$ cat src/rtl/timer_bus_arbiter_if.sv
// Host-side and device-side bus bundle for the timer bus arbiter.
// The slave modport is the arbiter's view; master is the surrounding fabric and device.
interface timer_bus_arbiter_if #(
   parameter int NumHosts     = 2,
   parameter int DataWidth    = 32,
   parameter int AddressWidth = 32
);
   logic [NumHosts-1:0]                host_req_i;
   logic [NumHosts-1:0]                host_gnt_o;
   logic [NumHosts*AddressWidth-1:0]   host_addr_i;
   logic [NumHosts-1:0]                host_we_i;
   logic [NumHosts*DataWidth/8-1:0]    host_be_i;
   logic [NumHosts*DataWidth-1:0]      host_wdata_i;
   logic [NumHosts-1:0]                host_rvalid_o;
   logic [DataWidth-1:0]               host_rdata_o;
   logic                               host_err_o;

   logic                               timer_req_o;
   logic [AddressWidth-1:0]            timer_addr_o;
   logic                               timer_we_o;
   logic [DataWidth/8-1:0]             timer_be_o;
   logic [DataWidth-1:0]               timer_wdata_o;
   logic                               timer_rvalid_i;
   logic [DataWidth-1:0]               timer_rdata_i;
   logic                               timer_err_i;

   modport slave (
      input  host_req_i, host_addr_i, host_we_i, host_be_i, host_wdata_i,
      input  timer_rvalid_i, timer_rdata_i, timer_err_i,
      output host_gnt_o, host_rvalid_o, host_rdata_o, host_err_o,
      output timer_req_o, timer_addr_o, timer_we_o, timer_be_o, timer_wdata_o
   );

   modport master (
      output host_req_i, host_addr_i, host_we_i, host_be_i, host_wdata_i,
      output timer_rvalid_i, timer_rdata_i, timer_err_i,
      input  host_gnt_o, host_rvalid_o, host_rdata_o, host_err_o,
      input  timer_req_o, timer_addr_o, timer_we_o, timer_be_o, timer_wdata_o
   );
endinterface

$ cat src/rtl/timer_bus_arbiter.sv
// Round-robin arbiter sharing one timer bus port among NumHosts requesters,
// one outstanding transaction, with a watchdog error response.
//
//   state    | meaning
//   ---------+-----------------------------------------------------------
//   ST_IDLE  | nothing outstanding; a request is granted immediately
//   ST_WAIT  | one transaction outstanding for gnt_idx_q; watchdog running
module timer_bus_arbiter #(
   parameter int NumHosts      = 2,
   parameter int DataWidth     = 32,
   parameter int AddressWidth  = 32,
   parameter int TimeoutCycles = 15
) (
   input  logic               clk_i,
   input  logic               rst_i,
   timer_bus_arbiter_if.slave bus
);
   localparam int IdxW = (NumHosts > 1) ? $clog2(NumHosts) : 1;
   localparam int CntW = $clog2(TimeoutCycles);
   localparam int BeW  = DataWidth / 8;

   localparam logic [0:0] ST_IDLE = 1'b0;
   localparam logic [0:0] ST_WAIT = 1'b1;

   logic [0:0]      state_q, state_d;
   logic [IdxW-1:0] rr_ptr_q, rr_ptr_d;
   logic [IdxW-1:0] gnt_idx_q, gnt_idx_d;
   logic [CntW-1:0] cnt_q, cnt_d;

   logic [IdxW-1:0] cand;
   logic [IdxW-1:0] winner;
   logic            win_vld;
   logic            arb_en;
   logic            grant;
   logic            timeout;
   logic            rsp;

   logic [NumHosts-1:0]     gnt_oh;
   logic [NumHosts-1:0]     rvalid_oh;
   logic [AddressWidth-1:0] mux_addr;
   logic                    mux_we;
   logic [BeW-1:0]          mux_be;
   logic [DataWidth-1:0]    mux_wdata;

   // First requester at or after rr_ptr_q, wrapping modulo NumHosts.
   always_comb begin
      cand    = '0;
      winner  = '0;
      win_vld = 1'b0;
      for (int i = 0; i < NumHosts; i++) begin
         cand = IdxW'((int'(rr_ptr_q) + i) % NumHosts);
         if (!win_vld && bus.host_req_i[cand]) begin
            win_vld = 1'b1;
            winner  = cand;
         end
      end
   end

   assign arb_en  = (state_q == ST_IDLE) || ((state_q == ST_WAIT) && bus.timer_rvalid_i);
   assign grant   = arb_en && win_vld && !rst_i;
   assign timeout = (state_q == ST_WAIT) && !bus.timer_rvalid_i &&
                    (cnt_q == CntW'(TimeoutCycles - 1));
   assign rsp     = (state_q == ST_WAIT) && (bus.timer_rvalid_i || timeout) && !rst_i;

   always_comb begin
      gnt_oh    = '0;
      rvalid_oh = '0;
      mux_addr  = '0;
      mux_we    = 1'b0;
      mux_be    = '0;
      mux_wdata = '0;
      for (int h = 0; h < NumHosts; h++) begin
         if (grant && (IdxW'(h) == winner)) begin
            gnt_oh[h] = 1'b1;
            mux_addr  = bus.host_addr_i[h*AddressWidth +: AddressWidth];
            mux_we    = bus.host_we_i[h];
            mux_be    = bus.host_be_i[h*BeW +: BeW];
            mux_wdata = bus.host_wdata_i[h*DataWidth +: DataWidth];
         end
         if (rsp && (IdxW'(h) == gnt_idx_q)) begin
            rvalid_oh[h] = 1'b1;
         end
      end
   end

   assign bus.host_gnt_o    = gnt_oh;
   assign bus.timer_req_o   = grant;
   assign bus.timer_addr_o  = mux_addr;
   assign bus.timer_we_o    = mux_we;
   assign bus.timer_be_o    = mux_be;
   assign bus.timer_wdata_o = mux_wdata;
   assign bus.host_rvalid_o = rvalid_oh;
   // A watchdog response carries zero data and a forced error.
   assign bus.host_rdata_o  = (rsp && bus.timer_rvalid_i) ? bus.timer_rdata_i : '0;
   assign bus.host_err_o    = rsp && (bus.timer_rvalid_i ? bus.timer_err_i : 1'b1);

   always_comb begin
      state_d   = state_q;
      rr_ptr_d  = rr_ptr_q;
      gnt_idx_d = gnt_idx_q;
      cnt_d     = cnt_q;
      if (grant) begin
         state_d   = ST_WAIT;
         gnt_idx_d = winner;
         rr_ptr_d  = IdxW'((int'(winner) + 1) % NumHosts);
         cnt_d     = '0;
      end else if (state_q == ST_WAIT) begin
         if (bus.timer_rvalid_i || timeout) begin
            state_d = ST_IDLE;
            cnt_d   = '0;
         end else begin
            cnt_d = cnt_q + CntW'(1);
         end
      end
   end

   always_ff @(posedge clk_i) begin
      if (rst_i) begin
         state_q   <= ST_IDLE;
         rr_ptr_q  <= '0;
         gnt_idx_q <= '0;
         cnt_q     <= '0;
      end else begin
         state_q   <= state_d;
         rr_ptr_q  <= rr_ptr_d;
         gnt_idx_q <= gnt_idx_d;
         cnt_q     <= cnt_d;
      end
   end
endmodule

$ cat src/flat_wrapper.sv
// flat-port wrapper written by rule: the top's interface ports become plain ports
module timer_bus_arbiter_flat 
#(
   parameter int NumHosts      = 2,
   parameter int DataWidth     = 32,
   parameter int AddressWidth  = 32,
   parameter int TimeoutCycles = 15
)
  (clk_i, rst_i, bus_host_req_i, bus_host_addr_i, bus_host_we_i, bus_host_be_i, bus_host_wdata_i, bus_timer_rvalid_i, bus_timer_rdata_i, bus_timer_err_i, bus_host_gnt_o, bus_host_rvalid_o, bus_host_rdata_o, bus_host_err_o, bus_timer_req_o, bus_timer_addr_o, bus_timer_we_o, bus_timer_be_o, bus_timer_wdata_o);
  timer_bus_arbiter_if #(.NumHosts(NumHosts), .DataWidth(DataWidth), .AddressWidth(AddressWidth)) bus_i ();
  input  logic clk_i;
  input  logic rst_i;
  input wire logic [$bits(bus_i.host_req_i)-1:0] bus_host_req_i;
  input wire logic [$bits(bus_i.host_addr_i)-1:0] bus_host_addr_i;
  input wire logic [$bits(bus_i.host_we_i)-1:0] bus_host_we_i;
  input wire logic [$bits(bus_i.host_be_i)-1:0] bus_host_be_i;
  input wire logic [$bits(bus_i.host_wdata_i)-1:0] bus_host_wdata_i;
  input wire logic [$bits(bus_i.timer_rvalid_i)-1:0] bus_timer_rvalid_i;
  input wire logic [$bits(bus_i.timer_rdata_i)-1:0] bus_timer_rdata_i;
  input wire logic [$bits(bus_i.timer_err_i)-1:0] bus_timer_err_i;
  output wire logic [$bits(bus_i.host_gnt_o)-1:0] bus_host_gnt_o;
  output wire logic [$bits(bus_i.host_rvalid_o)-1:0] bus_host_rvalid_o;
  output wire logic [$bits(bus_i.host_rdata_o)-1:0] bus_host_rdata_o;
  output wire logic [$bits(bus_i.host_err_o)-1:0] bus_host_err_o;
  output wire logic [$bits(bus_i.timer_req_o)-1:0] bus_timer_req_o;
  output wire logic [$bits(bus_i.timer_addr_o)-1:0] bus_timer_addr_o;
  output wire logic [$bits(bus_i.timer_we_o)-1:0] bus_timer_we_o;
  output wire logic [$bits(bus_i.timer_be_o)-1:0] bus_timer_be_o;
  output wire logic [$bits(bus_i.timer_wdata_o)-1:0] bus_timer_wdata_o;
  assign bus_i.host_req_i = bus_host_req_i;
  assign bus_i.host_addr_i = bus_host_addr_i;
  assign bus_i.host_we_i = bus_host_we_i;
  assign bus_i.host_be_i = bus_host_be_i;
  assign bus_i.host_wdata_i = bus_host_wdata_i;
  assign bus_i.timer_rvalid_i = bus_timer_rvalid_i;
  assign bus_i.timer_rdata_i = bus_timer_rdata_i;
  assign bus_i.timer_err_i = bus_timer_err_i;
  assign bus_host_gnt_o = bus_i.host_gnt_o;
  assign bus_host_rvalid_o = bus_i.host_rvalid_o;
  assign bus_host_rdata_o = bus_i.host_rdata_o;
  assign bus_host_err_o = bus_i.host_err_o;
  assign bus_timer_req_o = bus_i.timer_req_o;
  assign bus_timer_addr_o = bus_i.timer_addr_o;
  assign bus_timer_we_o = bus_i.timer_we_o;
  assign bus_timer_be_o = bus_i.timer_be_o;
  assign bus_timer_wdata_o = bus_i.timer_wdata_o;
  timer_bus_arbiter #(.NumHosts(NumHosts), .DataWidth(DataWidth), .AddressWidth(AddressWidth), .TimeoutCycles(TimeoutCycles)) u_core (.clk_i(clk_i), .rst_i(rst_i), .bus(bus_i));
endmodule
$ cat config.mk
export PLATFORM = sky130hd
export DESIGN_NAME = timer_bus_arbiter_flat
export DESIGN_NICKNAME = d
export VERILOG_FILES = /design/src/rtl/timer_bus_arbiter_if.sv /design/src/rtl/timer_bus_arbiter.sv /design/src/flat_wrapper.sv
export SDC_FILE = /design/constraint.sdc
export NUM_CORES = 1
export LEC_CHECK = 0
export ABC_AREA = 0
export CORE_AREA = 10 10 101 103
export DETAILED_ROUTE_END_ITERATION = 16
export DIE_AREA = 0 0 111 113
export PLACE_DENSITY = 0.74
export RECOVER_POWER = 50
export SYNTH_ARGS = -nofsm -noshare
export SYNTH_HDL_FRONTEND = slang
export SYNTH_SLANG_ARGS = --single-unit
$ cat constraint.sdc
create_clock -name clk_i -period 2 [get_ports clk_i]
set_input_delay 0.4 -clock clk_i [delete_from_list [all_inputs] [get_ports clk_i]]
set_output_delay 0.4 -clock clk_i [all_outputs]
set_load 0.005 [all_outputs]
==> results.ini <==
[floorplanning]
die_height_um=113
initial_core_util=0.167
fp.dieW_um=111
core.rowCount=33
num_io_pins=283
core_area_mm2=0.00813
floorplan.die_area_mm2=0.0125

[drt]
route.met3.wl_um=1610
viasPerCell=4.62
route.antenna.remaining_nets=0
wire_length_reported_by_the_detailed_router_um=13700
wl_met2_um=7100
total_number_of_vias=2765
drc=0
drt-met1-wl_um=4640
topRoutingLayerUsed=met4
drt_first_pass_iters=4
detail_route.iter0.violations=91
post_drt_wl_per_cell_um=22.9

[synth]
synthesis.nets=346
synthAdderAreaFrac=0.0185
synth-simple-area-share=0.215
yosys.area_share.xor_xnor=0.00646
synth.lib_cells_used.distinct=27
yosysTopAreaCellShare=0.446
number_of_flip_flops_and_latches_in_the_synthesized_netlist=7
synth_largest_area_cell=sky130_fd_sc_hd__a22o_1
synth.top_cells.by_area=sky130_fd_sc_hd__a22o_1 (45%), sky130_fd_sc_hd__and2_1 (15%), sky130_fd_sc_hd__dfxtp_1 (10%), sky130_fd_sc_hd__buf_6 (6.6%), sky130_fd_sc_hd__buf_2 (2.6%)
synthMuxAreaShare=0
ys_seq_area_frac=0.103
ys_warn_count=0
syn_area_per_cell_um2=8.07
syn_area_mm2=0.00136
synth_top_family_by_area=compound AO/OA/AOI/OAI gates
syn-instance-count=168
synth_compound_area_frac=0.531

[grt]
maximum_number_of_pins_on_one_net_before_global_route_repair=19
number_of_antenna_violations_at_the_first_check_in_global_routing=0
grt_first_pass_wirelength_um=19500
first_global_vias=2967
globalRoute.totalOverflow=0
grt_usage=0.197

[setup_path]
required_ps=1600
critical_path.max_fanout=5
criticalPathCategory=flip-flop to primary output
critPathLaunchType=flip-flop
timing.critical_path.arrival_ps=1760
worstSetupEndpointType=primary output

[cts]
clk_transition_reported_paths_ps=40
tritoncts_num_sinks=7
cts_htree_levels=1
cts_buffers=3
clock_tree_from_tritoncts=yes
root_buffer=sky130_fd_sc_hd__clkbuf_8
clock_path_buffers=2
hold_buffers=0
clock_latency_ps=230

[placed_design]
dp_hpwl_um=11000
placed_cell_area_mm2=0.00442
port_buffers=282
gp_routability_congestion=0.866

[sta]
timing_hold_violations_final=0
final.hold.worst_slack_ps=489
timing.setup.tns_ps=-4970
max_slew.worst_pin.slew_ps=361
relSlewSlack=0.756
setup_viol_count_final=66
final-max-slew-violation-count=0
layout_min_cycle_time_ps=2160
worst_clock_skew_ps=3.62
grt_setup_unrepaired=true
fmax_mhz=462
postLayoutSetupSlackWorst_ps=-165
min_period_over_period=1.08

[cells_and_area]
final_common_cell=sky130_fd_sc_hd__clkdlybuf4s50_1
antenna_cells_inserted=0
design.final.nets=673
final_cell_mix=sky130_fd_sc_hd__clkdlybuf4s50_1 (172), sky130_fd_sc_hd__buf_2 (75), sky130_fd_sc_hd__a22o_1 (69)
area_growth_syn_to_layout_pct=237
final_instance_area_mm2=0.00457
filler_cell_count=757
drive_gt1_frac=0.362

[run]
maxCapViolCount=0

[status]
status=finished with violations
failed_checks=negative setup slack

[min_path]
hp-class=flip-flop to flip-flop

[power_and_ir_drop]
peakVddDrop_mv=0.240
cellPowerDensity_mw_per_mm2=277
total_leakage_power_nw=2.19
power.total_mw=1.27

==> what timing repair did <==
action,4_1_cts,5_1_grt
endpoints found under the setup margin,107,105
resized for setup,376,81
pin swaps,42,34
setup buffers,26,7
endpoints found under the hold margin,0,0
gates cloned,6,4
==> critical path, stage by stage, from the launching register on <==
cell and delay, ps:
sky130_fd_sc_hd__dfxtp_2 310, sky130_fd_sc_hd__nor2b_4 140, sky130_fd_sc_hd__a2111oi_4 350, sky130_fd_sc_hd__buf_6 200, sky130_fd_sc_hd__buf_12 130, sky130_fd_sc_hd__buf_8 100, sky130_fd_sc_hd__buf_6 80, sky130_fd_sc_hd__a22o_1 120
sky130_fd_sc_hd__buf_2 110
==> synthesized netlist by cell type <==
cell                        instances
sky130_fd_sc_hd__a22o_1            69
sky130_fd_sc_hd__and2_1            32
sky130_fd_sc_hd__buf_6              8
sky130_fd_sc_hd__inv_1              8
sky130_fd_sc_hd__buf_2              7
sky130_fd_sc_hd__dfxtp_1            7
sky130_fd_sc_hd__clkbuf_1           4
sky130_fd_sc_hd__nor2_1             4
sky130_fd_sc_hd__a21oi_1            3
sky130_fd_sc_hd__a211oi_1           2
sky130_fd_sc_hd__a21o_1             2
sky130_fd_sc_hd__ha_1               2
sky130_fd_sc_hd__nand2_1            2
sky130_fd_sc_hd__nand4_1            2
sky130_fd_sc_hd__nor2b_1            2
sky130_fd_sc_hd__nor3_1             2
sky130_fd_sc_hd__o21ai_0            2
sky130_fd_sc_hd__a2111oi_4          1
sky130_fd_sc_hd__a211o_1            1
sky130_fd_sc_hd__a32oi_1            1
sky130_fd_sc_hd__nand3_1            1
sky130_fd_sc_hd__nand3b_1           1
sky130_fd_sc_hd__nor4b_2            1
sky130_fd_sc_hd__o21a_1             1
sky130_fd_sc_hd__o31ai_1            1
sky130_fd_sc_hd__or2_2              1
sky130_fd_sc_hd__xor2_1             1
==> cell families (layout without fill, tap and decap cells) <==
| logic type | after synthesis | after routing |
|---|---|---|
| flip-flops | 7 | 7 |
| XOR/XNOR | 1 | 1 |
| AO/OA/AOI/OAI | 83 | 83 |
| adder cells (fa/ha/maj) | 2 | 2 |
| buffers and inverters | 27 | 353 |
| AND/OR/NAND/NOR | 48 | 48 |
==> power breakdown <==
group | switching (mW) | internal [mW]
Combinational | 0.294 | 0.621
Clock | 0.0610 | 0.138
Sequential | 0.00595 | 0.147
==> final cells by class <==
cell class / instances / area [µm²] / area share
Timing Repair Buffer: 341 / 3120 / 0.683
Clock buffer: 4 / 45.0 / 0.00986
Sequential cell: 7 / 145 / 0.0318
Tap cell: 105 / 131 / 0.0288
Multi-Input combinational cell: 134 / 1100 / 0.240
Inverter: 8 / 30.0 / 0.00657
==> registers in the layout (all words and copies together) (netlist names) <==
signal	flops
u_core.cnt_q	4
u_core.gnt_idx_q	1
u_core.rr_ptr_q	1
u_core.state_q	1
==> per-layer routing <==
metal,vias to the layer above,track usage
met2,179,0.370
met5,-,0
met1,1262,0.187
met4,0,0.0686
li1,1308,-
met3,16,0.0893
==> through the flow <==
stage,setup slack [ps],std cells,util
after floorplan,106,168,-
final,-165,599,0.562
after global routing,-250,599,0.562
after CTS,-229,594,0.561
after global placement,-798,559,0.543
after detailed placement,-844,559,0.543
==> worst paths after layout <==
| path | startpoint | endpoint | slack [ps] | cells past startpoint |
|---|---|---|---|---|
| setup / recovery | u_core.state_q | bus_timer_addr_o[4] | -160 | 8 |
| hold / removal | u_core.gnt_idx_q | u_core.gnt_idx_q | 490 | 1 |
| setup reg to reg | u_core.state_q | u_core.gnt_idx_q | 410 | 9 |
| hold reg to reg | u_core.gnt_idx_q | u_core.gnt_idx_q | 490 | 1 |
No activity file was read; power rests on OpenSTA's default activity.
